<file path="src/rtl/wb_common_pkg.sv">
// Shared Wishbone definitions: sequencer FSM encoding, classic-cycle tie-offs and
// big-endian byte-lane helpers.
package wb_common_pkg;

  typedef enum logic [1:0] {
    ST_IDLE = 2'd0,
    ST_XFER = 2'd1,
    ST_DONE = 2'd2,
    ST_FAIL = 2'd3
  } wb_state_e;

  localparam logic [2:0] CTI_CLASSIC = 3'b000;
  localparam logic [1:0] BTE_LINEAR  = 2'b00;

  // Byte offset 0 is the most significant byte of the word.
  function automatic logic [7:0] get_byte(input logic [31:0] w, input logic [1:0] off);
    logic [7:0] b;
    case (off)
      2'd0:    b = w[31:24];
      2'd1:    b = w[23:16];
      2'd2:    b = w[15:8];
      default: b = w[7:0];
    endcase
    return b;
  endfunction

  function automatic logic [31:0] put_byte(input logic [31:0] w, input logic [1:0] off,
                                           input logic [7:0] b);
    logic [31:0] r;
    r = w;
    case (off)
      2'd0:    r[31:24] = b;
      2'd1:    r[23:16] = b;
      2'd2:    r[15:8]  = b;
      default: r[7:0]   = b;
    endcase
    return r;
  endfunction

endpackage

</file>
<file path="src/rtl/wb_sel_lane_enc.sv">
// Pending-lane mask to byte offset of the highest set bit (sel[3] -> offset 0),
// plus a flag when no lane is left.
module wb_sel_lane_enc
  import wb_common_pkg::*;
(
  input  logic [3:0] mask,
  output logic [1:0] lane,
  output logic       none
);

  always_comb begin
    lane = 2'd3;
    if (mask[3])      lane = 2'd0;
    else if (mask[2]) lane = 2'd1;
    else if (mask[1]) lane = 2'd2;
    none = (mask == 4'b0000);
  end

endmodule

</file>
<file path="src/rtl/wb_resize_sequencer.sv">
// Splits one 32-bit Wishbone access into up to four classic 8-bit slave accesses.
// Optional slave-ack watchdog enabled by defining WB_RESIZE_TIMEOUT_EN.
module wb_resize_sequencer
  import wb_common_pkg::*;
#(
  parameter int AW      = 32,
  parameter int TIMEOUT = 255
) (
  input  logic          wb_clk_i,
  input  logic          wb_rst_ni,
  input  logic [AW-1:0] wbm_adr_i,
  input  logic [31:0]   wbm_dat_i,
  input  logic [3:0]    wbm_sel_i,
  input  logic          wbm_we_i,
  input  logic          wbm_cyc_i,
  input  logic          wbm_stb_i,
  output logic [31:0]   wbm_dat_o,
  output logic          wbm_ack_o,
  output logic          wbm_err_o,
  output logic          wbm_rty_o,
  output logic [AW-1:0] wbs_adr_o,
  output logic [7:0]    wbs_dat_o,
  output logic          wbs_we_o,
  output logic          wbs_cyc_o,
  output logic          wbs_stb_o,
  output logic [2:0]    wbs_cti_o,
  output logic [1:0]    wbs_bte_o,
  input  logic [7:0]    wbs_dat_i,
  input  logic          wbs_ack_i,
  input  logic          wbs_err_i,
  input  logic          wbs_rty_i
);

  wb_state_e       state_q, state_d;
  logic [3:0]      mask_q, mask_d;
  logic [AW-3:0]   adr_q, adr_d;
  logic            we_q, we_d;
  logic [31:0]     dat_q, dat_d;
  logic [31:0]     buf_q, buf_d;
  logic            cyc_q, cyc_d;
  logic            ack_d, err_d, rty_d;
  logic [1:0]      nxt_lane;
  logic            nxt_none;
  logic            req, tmo_hit, slv_fail;
  logic [3:0]      cur_bit;
  logic            unused_adr_lsb;

  assign req            = wbm_cyc_i & wbm_stb_i;
  assign cur_bit        = 4'b1000 >> wbs_adr_o[1:0];
  assign slv_fail       = wbs_err_i | wbs_rty_i | tmo_hit;
  assign unused_adr_lsb = ^wbm_adr_i[1:0];

  assign wbs_cyc_o = cyc_q & wbm_cyc_i;
  assign wbs_stb_o = cyc_q & wbm_cyc_i;
  assign wbs_cti_o = CTI_CLASSIC;
  assign wbs_bte_o = BTE_LINEAR;

`ifdef WB_RESIZE_TIMEOUT_EN
  localparam int              CNT_W   = (TIMEOUT > 255) ? $clog2(TIMEOUT + 1) : 8;
  localparam logic [CNT_W-1:0] TMO_LIM = CNT_W'(TIMEOUT);

  logic [CNT_W-1:0] tmo_cnt_q;

  // Held at zero outside XFER so the count starts fresh on every entry.
  always_ff @(posedge wb_clk_i or negedge wb_rst_ni) begin
    if (!wb_rst_ni)                              tmo_cnt_q <= '0;
    else if ((state_q != ST_XFER) || wbs_ack_i)  tmo_cnt_q <= '0;
    else                                         tmo_cnt_q <= tmo_cnt_q + 1'b1;
  end

  assign tmo_hit = (state_q == ST_XFER) && (tmo_cnt_q == TMO_LIM);
`else
  // No watchdog: XFER waits for the slave indefinitely.
  assign tmo_hit = (TIMEOUT < 0);
`endif

  // Kept separate from the FSM so the lane encoder sees the next mask without a comb loop.
  always_comb begin
    mask_d = mask_q;
    case (state_q)
      ST_IDLE: if (req) mask_d = wbm_sel_i;
      ST_XFER: begin
        if (!wbm_cyc_i || slv_fail) mask_d = 4'b0000;
        else if (wbs_ack_i)         mask_d = mask_q & ~cur_bit;
      end
      default: mask_d = 4'b0000;
    endcase
  end

  wb_sel_lane_enc u_lane_enc (
    .mask (mask_d),
    .lane (nxt_lane),
    .none (nxt_none)
  );

  always_comb begin
    state_d = state_q;
    adr_d   = adr_q;
    we_d    = we_q;
    dat_d   = dat_q;
    buf_d   = buf_q;
    cyc_d   = cyc_q;
    ack_d   = 1'b0;
    err_d   = 1'b0;
    rty_d   = 1'b0;
    case (state_q)
      ST_IDLE: begin
        if (req) begin
          adr_d = wbm_adr_i[AW-1:2];
          we_d  = wbm_we_i;
          dat_d = wbm_dat_i;
          buf_d = '0;
          if (nxt_none) begin
            state_d = ST_DONE;
            ack_d   = 1'b1;
          end else begin
            state_d = ST_XFER;
            cyc_d   = 1'b1;
          end
        end
      end
      ST_XFER: begin
        if (!wbm_cyc_i) begin
          state_d = ST_IDLE;
          cyc_d   = 1'b0;
        end else if (slv_fail) begin
          state_d = ST_FAIL;
          cyc_d   = 1'b0;
          err_d   = wbs_err_i | tmo_hit;
          rty_d   = wbs_rty_i & ~wbs_err_i & ~tmo_hit;
        end else if (wbs_ack_i) begin
          buf_d = put_byte(buf_q, wbs_adr_o[1:0], wbs_dat_i);
          if (nxt_none) begin
            state_d = ST_DONE;
            cyc_d   = 1'b0;
            ack_d   = 1'b1;
          end
        end
      end
      default: begin
        state_d = ST_IDLE;
        cyc_d   = 1'b0;
      end
    endcase
  end

  // Terminations and slave address/data are registered from the next-state values.
  always_ff @(posedge wb_clk_i or negedge wb_rst_ni) begin
    if (!wb_rst_ni) begin
      state_q   <= ST_IDLE;
      mask_q    <= '0;
      adr_q     <= '0;
      we_q      <= 1'b0;
      dat_q     <= '0;
      buf_q     <= '0;
      cyc_q     <= 1'b0;
      wbm_dat_o <= '0;
      wbm_ack_o <= 1'b0;
      wbm_err_o <= 1'b0;
      wbm_rty_o <= 1'b0;
      wbs_adr_o <= '0;
      wbs_dat_o <= '0;
      wbs_we_o  <= 1'b0;
    end else begin
      state_q   <= state_d;
      mask_q    <= mask_d;
      adr_q     <= adr_d;
      we_q      <= we_d;
      dat_q     <= dat_d;
      buf_q     <= buf_d;
      cyc_q     <= cyc_d;
      wbm_dat_o <= ack_d ? buf_d : 32'h0;
      wbm_ack_o <= ack_d;
      wbm_err_o <= err_d;
      wbm_rty_o <= rty_d;
      wbs_adr_o <= cyc_d ? {adr_d, nxt_lane} : '0;
      wbs_dat_o <= cyc_d ? get_byte(dat_d, nxt_lane) : 8'h00;
      wbs_we_o  <= cyc_d & we_d;
    end
  end

endmodule

</file>
<file path="config.mk">
export PLATFORM = sky130hd
export DESIGN_NAME = wb_resize_sequencer
export DESIGN_NICKNAME = d
export VERILOG_FILES = /design/src/rtl/wb_common_pkg.sv /design/src/rtl/wb_sel_lane_enc.sv /design/src/rtl/wb_resize_sequencer.sv
export SDC_FILE = /design/constraint.sdc
export NUM_CORES = 1
export LEC_CHECK = 0
export CORE_ASPECT_RATIO = 0.8
export CORE_MARGIN = 5
export CORE_UTILIZATION = 45
export CTS_CLUSTER_SIZE = 12
export DETAILED_ROUTE_END_ITERATION = 16
export GPL_ROUTABILITY_DRIVEN = 0
export PLACE_DENSITY = 0.84
export SLEW_MARGIN = 5
export SYNTH_ARGS = -nofsm -noshare
export SYNTH_HDL_FRONTEND = slang
export SYNTH_SLANG_ARGS = --single-unit
</file>
<file path="constraint.sdc">
create_clock -name wb_clk_i -period 1.95 [get_ports wb_clk_i]
set_clock_uncertainty 0.1 [all_clocks]
set_input_delay 0.195 -clock wb_clk_i [delete_from_list [all_inputs] [get_ports wb_clk_i]]
set_output_delay 0.195 -clock wb_clk_i [all_outputs]
set_load 0.01 [all_outputs]
</file>
==> results.toml, run 1 <==
[logic_synthesis]
syn_area_per_cell_sq_um = 11.3
yosys_warnings = 0
synth.ff_latch_count = 178
synth-edff-count = 0
synth_cell_types = 44
ys.flop_type = "dfrtp_1"
synthesis.area_sq_um = 6940
ys_async_sr_fraction_pct = 100
syn_inst = 614
synth_top_area_share_pct = 64.2
yosys.area.top_type = "dfrtp_1"
yosys-top-cells-area = "dfrtp_1 (64%), nand2_1 (9.5%), a21oi_2 (4.8%), mux2i_1 (2.7%), a22o_1 (2.1%)"
synth_seq_area_share_pct = 64.2

[die]
io_pins = 167
design.core.area_sq_um = 15100
die_area_sq_um = 18000
rows = 40
die_h_um = 121
initial_core_util_pct = 46.1
die_w_um = 149

[timing]
fmax_mhz = 459
rsz0062_at_grt = "yes"
hold_viol = 0
finalCriticalPeriod_ps = 2180
finalMaxSlewViolations = 0
timing.final.crit_share_pct = 112
fin_ws_ps = -229
setup_viol = 79

[pwr]
power.share.switching_pct = 32.3
clockPowerShare_pct = 25.4
leakage_nw = 4.83
pwr-share-comb_pct = 36.6
power_mw = 13.6
max-vdd-ir-drop_mv = 0.753
power_density_nw_per_um2 = 1300
internal_power_mw = 9.19
p_sw_mw = 4.39
seq_power_share_pct = 38.0

[clocking]
cts_buffer_depth = 2
cts_tree = "built"
clock-root-buffer = "clkbuf_16"
numCtsBuffers = 17
clk_pin_slew_worst_paths_ps = 60
cts_max_level = 4
cts_sinks = 178
clkLatencyLatePin_ps = 440

[setup_path]
startpoint_type = "register"
crit_arrival_ps = 2400
rr_worst_depth = 8
r2r_end = "wbs_dat_o[4]"
rrSetupSlack_ps = -230
worstPathRequired_ps = 2170
cp-end-kind = "register"
path_max_fanout = 11
r2r-start = "state_q[0]"
crit_type = "register to register"

[layout]
syn_to_final_growth_pct = 50.7
final_core_util_pct = 69.5
finalNetCount = 933
fillers = 1043
antenna_cells = 0
multiInputGateArea_sq_um = 2550
seq_area_sq_um = 4460
drive_gt1_share_pct = 25.5

[detailed_routing]
finalWirelength_um = 18900
drc_errors = 0
drt_pre_antenna_iters = 4
postRouteAntennaNets = 0
vias_per_cell = 5.06
drtIter0Drc = 274
wl_per_cell_um = 17.7
via_count = 5420

[job]
drv_cap = 0

[place]
pre_cts_ws_ps = -547
port-buffer-count = 159
dpl.hpwl_um = 12100

[global_route]
grt_pass1_wl_um = 28500
grt_antenna_before_repair = 0
grt_max_degree = 47
gr-total-overflow = 0
grt_pass1_vias = 5534
grt_usage_pct = 20.4

[hold_path]
hp-class = "input port to asynchronous set/reset pin"

[outcome]
violations = "setup timing"
status = "complete, but fails checks"
==> per-stage QoR <==
| step | hold slack (ps) | setup TNS, ps | cell area (sq um) | cells |
|---|---|---|---|---|
| after CTS | 179 | -7320 | 10100 | 1064 |
| final | 162 | -11970 | 10500 | 1072 |
| after global routing | 205 | -17800 | 10500 | 1072 |
| after detailed placement | 72.6 | -46430 | 9250 | 1023 |
| after global placement | 66.1 | -37100 | 9250 | 1023 |
| after floorplan | -201 | -2580 | 6970 | 618 |
==> state kept, by name (all words and copies together) (netlist names), 2 cells and up <==
name and cells:
mask_q 4, state_q 2, wbm_dat_o 32, wbs_adr_o 32, dat_q 32, wbs_dat_o 8
buf_q 32, adr_q 30
==> how the worst max path moves through the flow <==
stage,slack [ps],cells past startpoint,end,startpoint
after floorplan,-70,8,wbs_adr_o[10],state_q[1]
after global placement,-490,8,wbs_dat_o[7],wbm_cyc_i
after detailed placement,-550,9,wbs_dat_o[4],wbm_cyc_i
after CTS,-170,9,wbs_we_o,mask_q[3]
after global routing,-300,8,wbs_dat_o[1],state_q[0]
final,-230,8,wbs_dat_o[4],state_q[0]
==> power groups by stage <==
stage / registers [mW] / clock network (mW) / logic, mW
floorplan: 5.24 / 0 / 2.22
global placement: 5.15 / 0 / 4.12
detailed placement: 5.17 / 0 / 4.25
CTS: 5.15 / 3.48 / 4.52
global route: 5.27 / 3.60 / 5.35
finish: 5.16 / 3.45 / 4.97
==> Yosys cell counts, drive strengths merged (2+ instances only) <==
cell type	number
and3	3
nor2b	21
a21boi	2
nand3	15
clkbuf	8
a2bb2oi	8
a21oi	54
nand2	175
inv	22
a22o	17
buf	26
nand2b	4
mux2i	19
nor3	5
a22oi	2
dfrtp	178
a211oi	3
o21ai	18
nor2	11
o211ai	9
==> what timing repair did <==
action,in CTS,in global routing
setup buffers,5,5
hold buffers,1,0
setup endpoints to repair,79,97
gates resized for setup,30,59
cloned,3,3
pin swaps,5,9
hold endpoints to repair,71,0
==> layout make-up <==
type                       instances  share of cell area [%]
timing repair buffer             246                    24.1
inverter                          22                   0.789
tap                              210                    2.51
sequential                       178                    42.6
multi-input combinational        384                    24.3
clock inverter                    11                    1.22
clock buffer                      21                    4.49
==> cells by family after synthesis <==
family	after synthesis	synth area share (%)
DFF	178	64.2
buffers and inverters	56	4.58
muxes	19	2.74
AOI/OAI and AO/OA	119	13.1
other	1	0.0540
and+or+nand+nor	241	15.4
==> routing by layer <==
layer | GRT usage (%) | vias to the layer above | wire, um
met1 | 27.1 | 2686 | 8140
met5 | 0 | - | 0
met4 | 7.15 | 0 | 376
li1 | - | 2507 | -
met2 | 32.1 | 195 | 9060
met3 | 6.09 | 32 | 1370
==> critical path, cell delays in order (launching register included) <==
cell and delay (ps):
dfrtp_2 460, nor4bb_4 70, buf_4 170, a22oi_2 200
o21ai_4 120, nor4_4 320, o221a_4 350, clkbuf_16 230
a21oi_2 40
==> cells in the final DEF, fill, tap and decap left out, types with 3 or more instances in the layout <==
| master | netlist | layout |
|---|---|---|
| nand2b_1 | 4 | 3 |
| clkinvlp_4 | 0 | 6 |
| clkbuf_16 | 0 | 20 |
| nand3_1 | 14 | 13 |
| a2bb2oi_1 | 8 | 6 |
| buf_12 | 4 | 10 |
| o211ai_1 | 9 | 9 |
| o21ai_0 | 16 | 12 |
| a22o_1 | 17 | 17 |
| a21oi_2 | 38 | 44 |
| nand2_2 | 0 | 3 |
| inv_1 | 22 | 21 |
| nor3_4 | 0 | 3 |
| clkdlybuf4s50_1 | 0 | 157 |
| mux2i_2 | 0 | 6 |
| clkbuf_8 | 0 | 3 |
| nor2b_4 | 0 | 7 |
| conb_1 | 1 | 5 |
| dfrtp_1 | 178 | 175 |
| and3_1 | 3 | 3 |
| mux2i_1 | 19 | 12 |
| nor2_1 | 10 | 9 |
| nor2b_1 | 21 | 13 |
| buf_4 | 7 | 61 |
| a21oi_4 | 0 | 8 |
| a211oi_2 | 1 | 3 |
| nand2_1 | 175 | 172 |
| buf_6 | 1 | 9 |
| dfrtp_2 | 0 | 3 |
Note: power is estimated with default switching activity, not from simulation.
==> run 2, diff against run 1 <==
--- a/config.mk
+++ b/config.mk
@@ -11,7 +11,9 @@
 export CTS_CLUSTER_SIZE = 12
 export DETAILED_ROUTE_END_ITERATION = 16
 export GPL_ROUTABILITY_DRIVEN = 0
+export HOLD_SLACK_MARGIN = 0.03
 export PLACE_DENSITY = 0.84
+export REMOVE_ABC_BUFFERS = 1
 export SLEW_MARGIN = 5
 export SYNTH_ARGS = -nofsm -noshare
 export SYNTH_HDL_FRONTEND = slang
==> run 2 against run 1 <==
The run still ends with setup timing left; first-iteration DRC count rose by 27%; sequential share of layout area rose by 0.78 points; clock power decreased by 3%; die area unchanged; setup slack improved by 76 ps; highest routed layer unchanged.
==> results.toml, run 2 (synthesis results as in run 1) <==
[detailed_routing]
finalWirelength_um = 18100
drt_pre_antenna_iters = 5
drc_errors = 0
vias_per_cell = 5.03
wl_per_cell_um = 16.9
wl_met2_um = 8560
via_count = 5395
dr_wl_met3_um = 1140
drtIter0Drc = 347
dr.max_layer_used = "met4"
wl_met1_um = 8030
postRouteAntennaNets = 0

[place]
pre_cts_ws_ps = -645
dpl.hpwl_um = 12100
port-buffer-count = 159
place_area_sq_um = 9270

[layout]
multiInputGateArea_sq_um = 2400
drive_gt1_share_pct = 23.4
final_common_cell = "dfrtp_1"
syn_to_final_growth_pct = 48.0
final_cell_mix = "dfrtp_1 (175), nand2_1 (172), clkdlybuf4s50_1 (156)"
antenna_cells = 0
fin_area_sq_um = 10300
finalNetCount = 933
fillers = 1061
seq_area_sq_um = 4460

[clocking]
cts_buffer_depth = 2
clkLatencyLatePin_ps = 430
clock-root-buffer = "clkbuf_16"
clk_pin_slew_worst_paths_ps = 70
cts_max_level = 4
numCtsBuffers = 17
cts_tree = "built"
cts_sinks = 178

[die]
die_h_um = 121
design.core.area_sq_um = 15100
io_pins = 167
die_area_sq_um = 18000
initial_core_util_pct = 46.1
rows = 40
die_w_um = 149

[pwr]
leakage_nw = 4.84
max-vdd-ir-drop_mv = 0.760
power_mw = 13.2
power_density_nw_per_um2 = 1290

[timing]
timing.final.crit_share_pct = 108
finalCriticalPeriod_ps = 2100
setup_viol = 73
fmax_mhz = 475
hold_viol = 0
rsz0062_at_grt = "yes"
finalMaxSlewViolations = 0
fin_ws_ps = -153

[setup_path]
rr_worst_depth = 9
startpoint_type = "register"
crit_arrival_ps = 2350
crit_type = "register to register"
cp-end-kind = "register"
path_max_fanout = 6
worstPathRequired_ps = 2190

[outcome]
status = "complete, but fails checks"
violations = "setup timing"

[global_route]
grt_max_degree = 42
gr-total-overflow = 0
grt_pass1_vias = 5636
grt_usage_pct = 20.3
grt_pass1_wl_um = 28700
grt_antenna_before_repair = 0

[job]
drv_cap = 0

[hold_path]
hp-class = "input port to asynchronous set/reset pin"
## run 2: layer usage
layer | up-vias | global-route usage (%)
met2 | 199 | 31.7
met1 | 2655 | 27.8
met5 | - | 0
met3 | 40 | 5.41
li1 | 2501 | -
met4 | 0 | 6.75
## run 2: repair_timing
item                       CTS  global route
hold buffers                 1             0
cloned                       2             1
setup endpoints to repair   87           102
pin swaps                    6             8
resized for setup           36            19
hold endpoints to repair   178             0
setup buffers                6             9
## run 2: final cells by class
| type | count | share of cell area [%] |
|---|---|---|
| sequential | 178 | 43.4 |
| timing repair buffer | 246 | 24.2 |
| multi-input combinational | 384 | 23.3 |
| clock buffer | 20 | 4.54 |
| tap | 210 | 2.56 |
| clock inverter | 12 | 1.17 |
| inverter | 22 | 0.803 |
## run 2: final timing paths
kind                       slack (ps)       endpoint          start
hold / removal                    140      wbm_ack_o      wb_rst_ni
hold reg to reg                   380      dat_q[19]      dat_q[19]
min in group wb_clk_i             230      dat_q[21]  wbm_dat_i[21]
setup / recovery                 -150  wbm_dat_o[12]   wbs_adr_o[0]
max in group asynchronous        1000       adr_q[2]      wb_rst_ni
setup reg to reg                 -150  wbm_dat_o[12]   wbs_adr_o[0]
## run 2: critical path, stage by stage (launching register included)
cell,delay [ps]
dfrtp_2,430
mux2i_1,240
o2bb2ai_1,140
o211ai_1,100
buf_4,170
nor3_4,150
buf_4,190
nand2b_4,70
bufbuf_16,270
nor3_1,160
## run 2: power breakdown
| group | internal, mW | switching, mW |
|---|---|---|
| clock | 1.89 | 1.48 |
| sequential | 4.75 | 0.374 |
| combinational | 2.34 | 2.41 |
| total | 8.97 | 4.27 |
## run 2: through the flow
step | TNS (ps) | instances | hold WS [ps] | util [%]
global route | -12530 | 1072 | 172 | 68.2
global placement | -52560 | 1022 | 11.2 | 61.5
floorplan | -901960 | 584 | -201 | -
finish | -6180 | 1072 | 142 | 68.2
CTS | -5110 | 1062 | 129 | 67.1
detailed placement | -61750 | 1022 | 11.4 | 61.5
==> run 3, diff against run 2 <==
--- a/config.mk
+++ b/config.mk
@@ -5,6 +5,7 @@
 export SDC_FILE = /design/constraint.sdc
 export NUM_CORES = 1
 export LEC_CHECK = 0
+export CAP_MARGIN = 20
 export CORE_ASPECT_RATIO = 0.8
 export CORE_MARGIN = 5
 export CORE_UTILIZATION = 45
==> results of run 3 <==
No change in the layout: final DEF, timing and power equal those of run 2.
